## src/rtl/cordic_pkg.sv

```systemverilog
// Shared CORDIC definitions: opcodes, packet field layout, mode/operation encodings
// and the opcode routing helper used by the instruction packer.
package cordic_pkg;

    localparam int PKT_W   = 108;
    localparam int TAG_MSB = 107;
    localparam int TAG_LSB = 100;
    localparam int OPC_MSB = 99;
    localparam int OPC_LSB = 96;
    localparam int Z_LSB   = 64;
    localparam int Y_LSB   = 32;
    localparam int X_LSB   = 0;

    localparam logic [3:0] DEFAULT_IDLE_OPCODE = 4'hF;

    localparam logic [3:0] OPC_ROTATION      = 4'd0;
    localparam logic [3:0] OPC_VECTORING     = 4'd1;
    localparam logic [3:0] OPC_HYP_ROTATION  = 4'd2;
    localparam logic [3:0] OPC_HYP_VECTORING = 4'd3;
    localparam logic [3:0] OPC_LIN_MULT      = 4'd4;
    localparam logic [3:0] OPC_SQR_ROOT      = 4'd5;
    localparam logic [3:0] OPC_LIN_DIV       = 4'd6;
    localparam logic [3:0] OPC_RSVD7         = 4'd7;
    localparam logic [3:0] OPC_RSVD8         = 4'd8;
    localparam logic [3:0] OPC_NAT_LOG       = 4'd9;
    localparam logic [3:0] OPC_EXP           = 4'd10;

    typedef enum logic [1:0] {
        MODE_CIRCULAR   = 2'd0,
        MODE_LINEAR     = 2'd1,
        MODE_HYPERBOLIC = 2'd2
    } cordic_mode_t;

    typedef enum logic {
        OP_ROTATE = 1'b0,
        OP_VECTOR = 1'b1
    } cordic_op_t;

    typedef enum logic [1:0] {
        ST_HDR = 2'd0,
        ST_X   = 2'd1,
        ST_Y   = 2'd2,
        ST_Z   = 2'd3
    } asm_state_t;

    typedef enum logic [1:0] {
        ROUTE_DIRECT = 2'd0,
        ROUTE_PREP   = 2'd1,
        ROUTE_DROP   = 2'd2
    } route_t;

    // sqr_root and nat_log need argument pre-processing; reserved/unknown opcodes are dropped
    function automatic route_t route_of(input logic [3:0] opc);
        route_t r;
        case (opc)
            OPC_ROTATION, OPC_VECTORING, OPC_HYP_ROTATION, OPC_HYP_VECTORING,
            OPC_LIN_MULT, OPC_LIN_DIV, OPC_EXP: r = ROUTE_DIRECT;
            OPC_SQR_ROOT, OPC_NAT_LOG:          r = ROUTE_PREP;
            default:                            r = ROUTE_DROP;
        endcase
        return r;
    endfunction

endpackage

```

## src/rtl/fsl_instruction_packer_if.sv

```systemverilog
// FSL slave channel, fetch-side presentation and pre-processor handshake of the packer.
interface fsl_instruction_packer_if #(
    parameter int FIFO_DEPTH = 4
);
    localparam int OCC_W = $clog2(FIFO_DEPTH) + 1;

    logic [31:0]               S_FSL_Data;
    logic                      S_FSL_Control;
    logic                      S_FSL_Exists;
    logic                      S_FSL_Read;
    logic                      stall;
    logic                      ProcessInputReady;
    logic [cordic_pkg::PKT_W-1:0] InstructionPacket;
    logic [cordic_pkg::PKT_W-1:0] PrepPacket;
    logic                      PrepValid;
    logic                      PrepReady;
    logic [OCC_W-1:0]          Occupancy;
    logic [7:0]                ErrCount;

    modport master (
        output S_FSL_Data, S_FSL_Control, S_FSL_Exists, stall, ProcessInputReady, PrepReady,
        input  S_FSL_Read, InstructionPacket, PrepPacket, PrepValid, Occupancy, ErrCount
    );

    modport slave (
        input  S_FSL_Data, S_FSL_Control, S_FSL_Exists, stall, ProcessInputReady, PrepReady,
        output S_FSL_Read, InstructionPacket, PrepPacket, PrepValid, Occupancy, ErrCount
    );

endinterface

```

## src/rtl/packet_fifo.sv

```systemverilog
// Synchronous FIFO with a registered head output that shows EMPTY_VALUE when empty.
module packet_fifo #(
    parameter int               WIDTH       = 108,
    parameter int               DEPTH       = 4,
    parameter logic [WIDTH-1:0] EMPTY_VALUE = '0
) (
    input  logic                       clock,
    input  logic                       reset,
    input  logic                       push,
    input  logic [WIDTH-1:0]           wr_data,
    input  logic                       pop,
    output logic [WIDTH-1:0]           head,
    output logic                       full,
    output logic                       empty,
    output logic [$clog2(DEPTH):0]     count
);
    localparam int              AW         = $clog2(DEPTH);
    localparam logic [AW:0]     FULL_COUNT = (AW + 1)'(DEPTH);

    logic [WIDTH-1:0] mem [DEPTH];
    logic [AW-1:0]    rd_ptr_reg, rd_ptr_next;
    logic [AW-1:0]    wr_ptr_reg, wr_ptr_next;
    logic [AW:0]      count_reg, count_next;
    logic [WIDTH-1:0] head_reg, head_next;
    logic             do_pop, do_push;

    assign do_pop  = pop && (count_reg != '0);
    assign do_push = push && ((count_reg != FULL_COUNT) || do_pop);

    generate
        for (genvar gi = 0; gi < DEPTH; gi++) begin : g_entry
            always_ff @(posedge clock) begin
                if (do_push && (wr_ptr_reg == AW'(gi))) begin
                    mem[gi] <= wr_data;
                end
            end
        end
    endgenerate

    // The head register is refreshed from the entry that will be at the read pointer
    // after this edge; when that entry is the one being written now, bypass wr_data.
    always_comb begin
        rd_ptr_next = rd_ptr_reg + AW'(do_pop);
        wr_ptr_next = wr_ptr_reg + AW'(do_push);
        count_next  = count_reg + (AW + 1)'(do_push) - (AW + 1)'(do_pop);
        head_next   = mem[rd_ptr_next];
        if (count_next == '0) begin
            head_next = EMPTY_VALUE;
        end else if (do_push && (count_next == (AW + 1)'(1))) begin
            head_next = wr_data;
        end
    end

    always_ff @(posedge clock) begin
        if (reset) begin
            rd_ptr_reg <= '0;
            wr_ptr_reg <= '0;
            count_reg  <= '0;
            head_reg   <= EMPTY_VALUE;
        end else begin
            rd_ptr_reg <= rd_ptr_next;
            wr_ptr_reg <= wr_ptr_next;
            count_reg  <= count_next;
            head_reg   <= head_next;
        end
    end

    assign head  = head_reg;
    assign count = count_reg;
    assign full  = (count_reg == FULL_COUNT);
    assign empty = (count_reg == '0);

endmodule

```

## src/rtl/fsl_instruction_packer.sv

```systemverilog
// Assembles FSL header/x/y/z words into 108-bit CORDIC packets and routes them to
// the direct fetch FIFO or the single-entry pre-processor slot.
module fsl_instruction_packer
    import cordic_pkg::*;
#(
    parameter int         FIFO_DEPTH  = 4,
    parameter logic [3:0] IDLE_OPCODE = DEFAULT_IDLE_OPCODE
) (
    input logic                     clock,
    input logic                     reset,
    fsl_instruction_packer_if.slave bus
);
    localparam int               CNT_W       = $clog2(FIFO_DEPTH) + 1;
    localparam logic [PKT_W-1:0] IDLE_PACKET = {8'h00, IDLE_OPCODE, 96'h0};

    asm_state_t       state_reg, state_next;
    logic [7:0]       tag_reg, tag_next;
    logic [3:0]       opc_reg, opc_next;
    logic [31:0]      x_reg, x_next;
    logic [31:0]      y_reg, y_next;
    logic [PKT_W-1:0] prep_packet_reg;
    logic             prep_valid_reg;
    logic [7:0]       err_count_reg;

    logic             word_valid, is_hdr, dest_ok, accept, take;
    logic             complete, err_inc;
    logic             fifo_push, fifo_pop, fifo_full, fifo_empty;
    logic [CNT_W-1:0] fifo_count;
    logic [PKT_W-1:0] new_packet;
    route_t           route;

    assign word_valid = bus.S_FSL_Exists && !reset;
    assign is_hdr     = bus.S_FSL_Control;
    assign route      = route_of(opc_reg);
    assign fifo_pop   = !fifo_empty && !bus.stall && !bus.ProcessInputReady;
    assign new_packet = {tag_reg, opc_reg, bus.S_FSL_Data, y_reg, x_reg};

    // Only a z word can be back-pressured; a header in Z is a resync and never blocks.
    always_comb begin
        dest_ok = 1'b1;
        case (route)
            ROUTE_DIRECT: dest_ok = !fifo_full || fifo_pop;
            ROUTE_PREP:   dest_ok = !(prep_valid_reg && !bus.PrepReady);
            default:      dest_ok = 1'b1;
        endcase
    end

    assign accept         = (state_reg != ST_Z) || is_hdr || dest_ok;
    assign take           = word_valid && accept;
    assign bus.S_FSL_Read = take;

    always_comb begin
        state_next = state_reg;
        tag_next   = tag_reg;
        opc_next   = opc_reg;
        x_next     = x_reg;
        y_next     = y_reg;
        complete   = 1'b0;
        err_inc    = 1'b0;
        if (take) begin
            if (is_hdr) begin
                tag_next   = bus.S_FSL_Data[7:0];
                opc_next   = bus.S_FSL_Data[11:8];
                state_next = ST_X;
                err_inc    = (state_reg != ST_HDR);
            end else begin
                case (state_reg)
                    ST_HDR: err_inc = 1'b1;
                    ST_X: begin
                        x_next     = bus.S_FSL_Data;
                        state_next = ST_Y;
                    end
                    ST_Y: begin
                        y_next     = bus.S_FSL_Data;
                        state_next = ST_Z;
                    end
                    default: begin
                        complete   = 1'b1;
                        state_next = ST_HDR;
                        err_inc    = (route == ROUTE_DROP);
                    end
                endcase
            end
        end
    end

    assign fifo_push = complete && (route == ROUTE_DIRECT);

    always_ff @(posedge clock) begin
        if (reset) begin
            state_reg       <= ST_HDR;
            tag_reg         <= '0;
            opc_reg         <= '0;
            x_reg           <= '0;
            y_reg           <= '0;
            prep_packet_reg <= '0;
            prep_valid_reg  <= 1'b0;
            err_count_reg   <= '0;
        end else begin
            state_reg <= state_next;
            tag_reg   <= tag_next;
            opc_reg   <= opc_next;
            x_reg     <= x_next;
            y_reg     <= y_next;
            if (complete && (route == ROUTE_PREP)) begin
                prep_packet_reg <= new_packet;
                prep_valid_reg  <= 1'b1;
            end else if (bus.PrepReady) begin
                prep_valid_reg  <= 1'b0;
            end
            if (err_inc && (err_count_reg != 8'hFF)) begin
                err_count_reg <= err_count_reg + 8'd1;
            end
        end
    end

    packet_fifo #(
        .WIDTH       (PKT_W),
        .DEPTH       (FIFO_DEPTH),
        .EMPTY_VALUE (IDLE_PACKET)
    ) u_fifo (
        .clock   (clock),
        .reset   (reset),
        .push    (fifo_push),
        .wr_data (new_packet),
        .pop     (fifo_pop),
        .head    (bus.InstructionPacket),
        .full    (fifo_full),
        .empty   (fifo_empty),
        .count   (fifo_count)
    );

    assign bus.Occupancy  = fifo_count;
    assign bus.PrepPacket = prep_packet_reg;
    assign bus.PrepValid  = prep_valid_reg;
    assign bus.ErrCount   = err_count_reg;

endmodule

```

## src/flat_wrapper.sv

```systemverilog
// flat-port wrapper written by rule: the top's interface ports become plain ports
module fsl_instruction_packer_flat import cordic_pkg::*;
#(
    parameter int         FIFO_DEPTH  = 4,
    parameter logic [3:0] IDLE_OPCODE = DEFAULT_IDLE_OPCODE
)
  (clock, reset, bus_S_FSL_Data, bus_S_FSL_Control, bus_S_FSL_Exists, bus_stall, bus_ProcessInputReady, bus_PrepReady, bus_S_FSL_Read, bus_InstructionPacket, bus_PrepPacket, bus_PrepValid, bus_Occupancy, bus_ErrCount);
  fsl_instruction_packer_if #(.FIFO_DEPTH(FIFO_DEPTH)) bus_i ();
  input logic clock;
  input logic reset;
  input wire logic [$bits(bus_i.S_FSL_Data)-1:0] bus_S_FSL_Data;
  input wire logic [$bits(bus_i.S_FSL_Control)-1:0] bus_S_FSL_Control;
  input wire logic [$bits(bus_i.S_FSL_Exists)-1:0] bus_S_FSL_Exists;
  input wire logic [$bits(bus_i.stall)-1:0] bus_stall;
  input wire logic [$bits(bus_i.ProcessInputReady)-1:0] bus_ProcessInputReady;
  input wire logic [$bits(bus_i.PrepReady)-1:0] bus_PrepReady;
  output wire logic [$bits(bus_i.S_FSL_Read)-1:0] bus_S_FSL_Read;
  output wire logic [$bits(bus_i.InstructionPacket)-1:0] bus_InstructionPacket;
  output wire logic [$bits(bus_i.PrepPacket)-1:0] bus_PrepPacket;
  output wire logic [$bits(bus_i.PrepValid)-1:0] bus_PrepValid;
  output wire logic [$bits(bus_i.Occupancy)-1:0] bus_Occupancy;
  output wire logic [$bits(bus_i.ErrCount)-1:0] bus_ErrCount;
  assign bus_i.S_FSL_Data = bus_S_FSL_Data;
  assign bus_i.S_FSL_Control = bus_S_FSL_Control;
  assign bus_i.S_FSL_Exists = bus_S_FSL_Exists;
  assign bus_i.stall = bus_stall;
  assign bus_i.ProcessInputReady = bus_ProcessInputReady;
  assign bus_i.PrepReady = bus_PrepReady;
  assign bus_S_FSL_Read = bus_i.S_FSL_Read;
  assign bus_InstructionPacket = bus_i.InstructionPacket;
  assign bus_PrepPacket = bus_i.PrepPacket;
  assign bus_PrepValid = bus_i.PrepValid;
  assign bus_Occupancy = bus_i.Occupancy;
  assign bus_ErrCount = bus_i.ErrCount;
  fsl_instruction_packer #(.FIFO_DEPTH(FIFO_DEPTH), .IDLE_OPCODE(IDLE_OPCODE)) u_core (.clock(clock), .reset(reset), .bus(bus_i));
endmodule
```

## config.mk

```make
export PLATFORM = sky130hd
export DESIGN_NAME = fsl_instruction_packer_flat
export DESIGN_NICKNAME = d
export VERILOG_FILES = /design/src/rtl/cordic_pkg.sv /design/src/rtl/fsl_instruction_packer_if.sv /design/src/rtl/packet_fifo.sv /design/src/rtl/fsl_instruction_packer.sv /design/src/flat_wrapper.sv
export SDC_FILE = /design/constraint.sdc
export NUM_CORES = 1
export LEC_CHECK = 0
export CORE_UTILIZATION = 40
export DETAILED_ROUTE_END_ITERATION = 6
export GPL_ROUTABILITY_DRIVEN = 0
export GPL_TIMING_DRIVEN = 0
export PLACE_DENSITY = 0.55
export REMOVE_ABC_BUFFERS = 1
export SLEW_MARGIN = 20
export SYNTH_ARGS = -nofsm -noshare
export SYNTH_HDL_FRONTEND = slang
export SYNTH_SLANG_ARGS = --single-unit
```

## constraint.sdc

```tcl
create_clock -name clock -period 12.05 [get_ports clock]
set_input_delay 1.205 -clock clock [delete_from_list [all_inputs] [get_ports clock]]
set_output_delay 1.205 -clock clock [all_outputs]
set_load 0.03 [all_outputs]
```

==> impl.org <==
** Run status
- Run status :: complete, but fails checks
- Violations in the final reports :: DRC

** STA
- Final hold viol count :: 0
- Across the routed clock network, the largest skew measured is approximately 0.027 ns.
- Hold Worst Slack :: 0.450 ns
- Final slew viol count :: 0
- Setup violations remaining at the end of the flow were counted as 0.
- Period Utilization, post-route :: 0.428
- Slew of the pin with the lowest slew margin :: 0.903 ns
- Worst setup margin :: 6.90 ns
- Counting I/O delays and the setup requirement, the final critical path takes 5.15 ns.
- Remaining max-slew budget at the tightest pin :: 0.398
- RSZ-0062 raised after global routing :: no
- Derived from the worst setup path, the maximum achievable clock frequency is 194 MHz.

** CTS
- TritonCTS built the clock tree.
- Clock insertion delay at the later pin of the skew report :: just over 0.6 ns
- Clock-pin slew reported for the worst setup and hold paths after clock tree synthesis :: around 0.050 ns
- The number of hold buffers added after CTS was 0.
- Post-CTS repair changed the size of 0 cells.
- The clock net in this run drives a total of 744 sinks.
- Setup fix buffers added after clock tree synthesis :: 0
- No sink is reached through more buffers than the 3 on the longest clock path.
- Clock tree root buffer cell :: clkbuf_16
- TritonCTS created 80 clock buffers.
- Maximum level of the CTS H-tree :: 3

** Route
- Initial detailed-routing violation count :: ~1.1k
- 1st-pass router iterations :: 7
- Routed WL :: 67100 um
- After detailed routing, the number of vias per cell comes to approximately 5.1.
- In the routed design, unresolved DRC markers number 22.
- Detail-routed net length per standard cell :: around 21 um
- DR vias :: about 16k
- The detail route stage leaves a number of antenna-violating nets equal to 0.

** Synth
- Post-Synthesis Cells :: 1973
- Combined area of all synthesized cells :: 0.0267 sq mm
- Synthesized area per cell :: around 14 sq um
- Sequential share of the synthesized area :: 0.719
- Predominant post-synthesis flop cell :: edfxtp_1
- Synth Register Bits :: roughly 740
- During synthesis, Yosys emitted a total of 0 warnings.
- In this run, synthesis inferred 432 flip-flops with an integrated enable.
- The netlist uses 50 different library cells.
- Async SR Flop Fraction :: 0

** Final layout
- At the end of the flow, the number of nets in the layout was between 2k and 2.5k.
- Once layout is complete, the utilization of the core stands at 0.516.
- Layout overhead on the synthesized area :: 27.4%
- Filler cell count :: 5570
- Flip-flop count of the largest register after layout :: about 430
- Number of antenna repair diodes :: 0
- Fraction of layout cells with a size suffix above 1 :: 0.133
- After routing the design area is 0.0341 sq mm.

** Placed design
- DP Wirelength :: roughly 40000 um
- During placement, the flow inserted port buffers numbering approximately 270.
- Standard cell area after detailed placement :: around 0.031 sq mm
- Timing analysis after detailed placement gives a worst setup slack of around 6.5 ns.

** Global routing
- The via count of the first global-routing pass was about 16k.
- Initial antenna violation count :: 0
- The first global-routing pass estimated slightly above 100000 um of wire.
- Grt total ovfl :: 0
- In the global route stage, overall resource usage came out at 0.200.
- Largest net degree at the start of global routing :: 94

** Setup path
- The worst setup path is launched from a primary input.
- In this run the worst setup path terminates at bus_S_FSL_Read.
- Tracing the worst setup path back leads to its startpoint at reset.
- Maximum fanout along the worst path :: between 90 and 100
- The worst setup path is of the in2out kind.
- The signal on the critical path passes through buf_8 > buf_16 > and3b_2 > a311oi_2 > inv_1 > clkdlybuf4s50_1.
- Slowest Stage Delay on Critical Path :: about 0.85 ns
- In this run the critical register-to-register path is captured at u_core.u_fifo.head[93]$_SDFF_PP0_.
- Worst R2R Start :: u_core.u_fifo.count[1]$_SDFF_PP0_
- The worst register-to-register path has a depth of 14.
- The worst setup path is captured at a primary output.
- The worst register-to-register path has a setup slack of ~8 ns.
- The slowest stage of the critical path belongs to the cell a311oi_2.
- Arrival time reported for the critical path endpoint :: 3.95 ns
- STA puts the critical path data required time at between 10 and 15 ns.

** Die
- In this run the count of I/O pins placed on the die edge is between 200 and 300.
- The region available for standard cell placement spans 0.0660 sq mm.
- Cell row count :: between 90 and 100
- The die covers between 0.06 and 0.07 sq mm.
- Width of the chip :: roughly 260 um
- For this configuration, the core starts out at a cell density of 0.405.
- Vertical die dimension :: roughly 260 um

** Power
- The analysis attributes to cell leakage a power of roughly 11 nW.
- Total power density per cell area :: 193 mW/mm^2
- Across the VDD grid, the largest voltage drop is approximately 0.00011 V.
- Summing internal, switching and leakage power gives ~6.6 mW.

** Job
- # Max-Cap Violations :: 0

** Hold path
- Worst hold-check path type :: reg2reg
## cells in the final DEF, fill, tap and decap left out, drive strengths merged, types with 4 or more instances in the layout
cell type,netlist,routed
mux4,108,108
clkinv,0,19
nor2,11,11
ha,13,13
clkdlybuf4s50,0,266
buf,48,66
nand4,5,5
a21oi,284,284
edfxtp,432,432
and2,4,4
nand3b,5,5
nand3,6,6
dfxtp,312,312
and3,4,4
inv,14,15
nand2,588,588
o21ai,18,18
bufinv,0,6
clkbuf,74,121
## cells in the mapped netlist (2+ instances only)
master / n / share of area
a21oi_1: 284 / 0.053
and2_1: 4 / 0.00094
and3_1: 4 / 0.00094
and3b_1: 2 / 0.00066
and4_1: 2 / 0.00066
buf_1: 2 / 0.00028
buf_2: 39 / 0.0073
buf_4: 4 / 0.0011
buf_6: 3 / 0.0013
clkbuf_1: 74 / 0.010
dfxtp_1: 312 / 0.23
edfxtp_1: 432 / 0.49
ha_1: 13 / 0.0061
inv_1: 14 / 0.0020
mux4_2: 108 / 0.091
nand2_1: 588 / 0.083
nand3_1: 6 / 0.0011
nand3b_1: 5 / 0.0014
nand4_1: 4 / 0.00094
nor2_1: 11 / 0.0015
nor2b_1: 3 / 0.00070
nor3_1: 2 / 0.00037
nor3b_1: 3 / 0.00084
o21a_1: 3 / 0.00084
o21ai_0: 17 / 0.0032
o311ai_0: 3 / 0.00098
o41ai_1: 3 / 0.00098
or3b_1: 3 / 0.00098
xnor2_1: 3 / 0.00098
xor2_1: 2 / 0.00066
## per-stage QoR
step,setup TNS (ns),std cells
after floorplan,0,1851
after global placement,-3527.07,2982
after detailed placement,0,3047
after CTS,0,3195
after global routing,0,3195
final,0,3195
## worst min path at each step
| stage | from | endpoint | cells past startpoint |
|---|---|---|---|
| 2_1_floorplan | u_core.opc_reg[3]$_SDFFE_PP0P_ | u_core.bus.PrepPacket[99]$_SDFFE_PP0P_ | 2 |
| 3_5_place_dp | u_core.bus.PrepPacket[93]$_SDFFE_PP0P_ | u_core.bus.PrepPacket[93]$_SDFFE_PP0P_ | 2 |
| 5_1_grt | u_core.bus.PrepPacket[93]$_SDFFE_PP0P_ | u_core.bus.PrepPacket[93]$_SDFFE_PP0P_ | 2 |
| 6_report | u_core.bus.PrepPacket[21]$_SDFFE_PP0P_ | u_core.bus.PrepPacket[21]$_SDFFE_PP0P_ | 2 |
| 3_3_place_gp | u_core.bus.PrepPacket[90]$_SDFFE_PP0P_ | u_core.bus.PrepPacket[90]$_SDFFE_PP0P_ | 2 |
| 4_1_cts | u_core.bus.PrepPacket[93]$_SDFFE_PP0P_ | u_core.bus.PrepPacket[93]$_SDFFE_PP0P_ | 2 |
## cells by family after synthesis
| kind of cell | synth area share |
|---|---|
| multiplexers | 0.0910 |
| flip-flops | 0.719 |
| XOR/XNOR | 0.00164 |
| AO/OA/AOI/OAI | 0.0628 |
| AND/OR/NAND/NOR | 0.0966 |
| adder cells (fa/ha/maj) | 0.00683 |
| buffers and inverters | 0.0223 |
## worst max-delay path: cells and delay by family
kind | cells | cell delay (ns)
AND/OR/NAND/NOR | 1 | 0.47
AO/OA/AOI/OAI | 1 | 0.85
buffers and inverters | 4 | 1.32
## power by group
| part | leakage (nW) | internal [mW] | total [mW] | switching [mW] |
|---|---|---|---|---|
| combinational | 3.36 | 0.515 | 1.21 | 0.691 |
| sequential | 6.46 | 2.81 | 2.89 | 0.0737 |
| clock | 1.31 | 1.49 | 2.47 | 0.975 |
| total | 11.1 | 4.82 | 6.56 | 1.74 |
## area by class of cell
class	count	area, sq um	area share
Inverter	14	52.6	0.00154
Multi-Input combinational cell	1093	7050	0.207
Sequential cell	744	19200	0.564
Clock inverter	27	292	0.00856
Timing Repair Buffer	332	3990	0.117
Tap cell	864	1080	0.0317
Clock buffer	121	2380	0.0699
## per-layer routing
layer | GRT usage | wire (um) | vias to the layer above
li1 | - | - | 7648
met1 | 0.276 | 29900 | 8216
met2 | 0.330 | 33000 | 400
met3 | 0.0308 | 3190 | 79
met4 | 0.0546 | 1080 | 0
met5 | 0 | 0 | -
No activity file was read; power rests on OpenSTA's default activity.
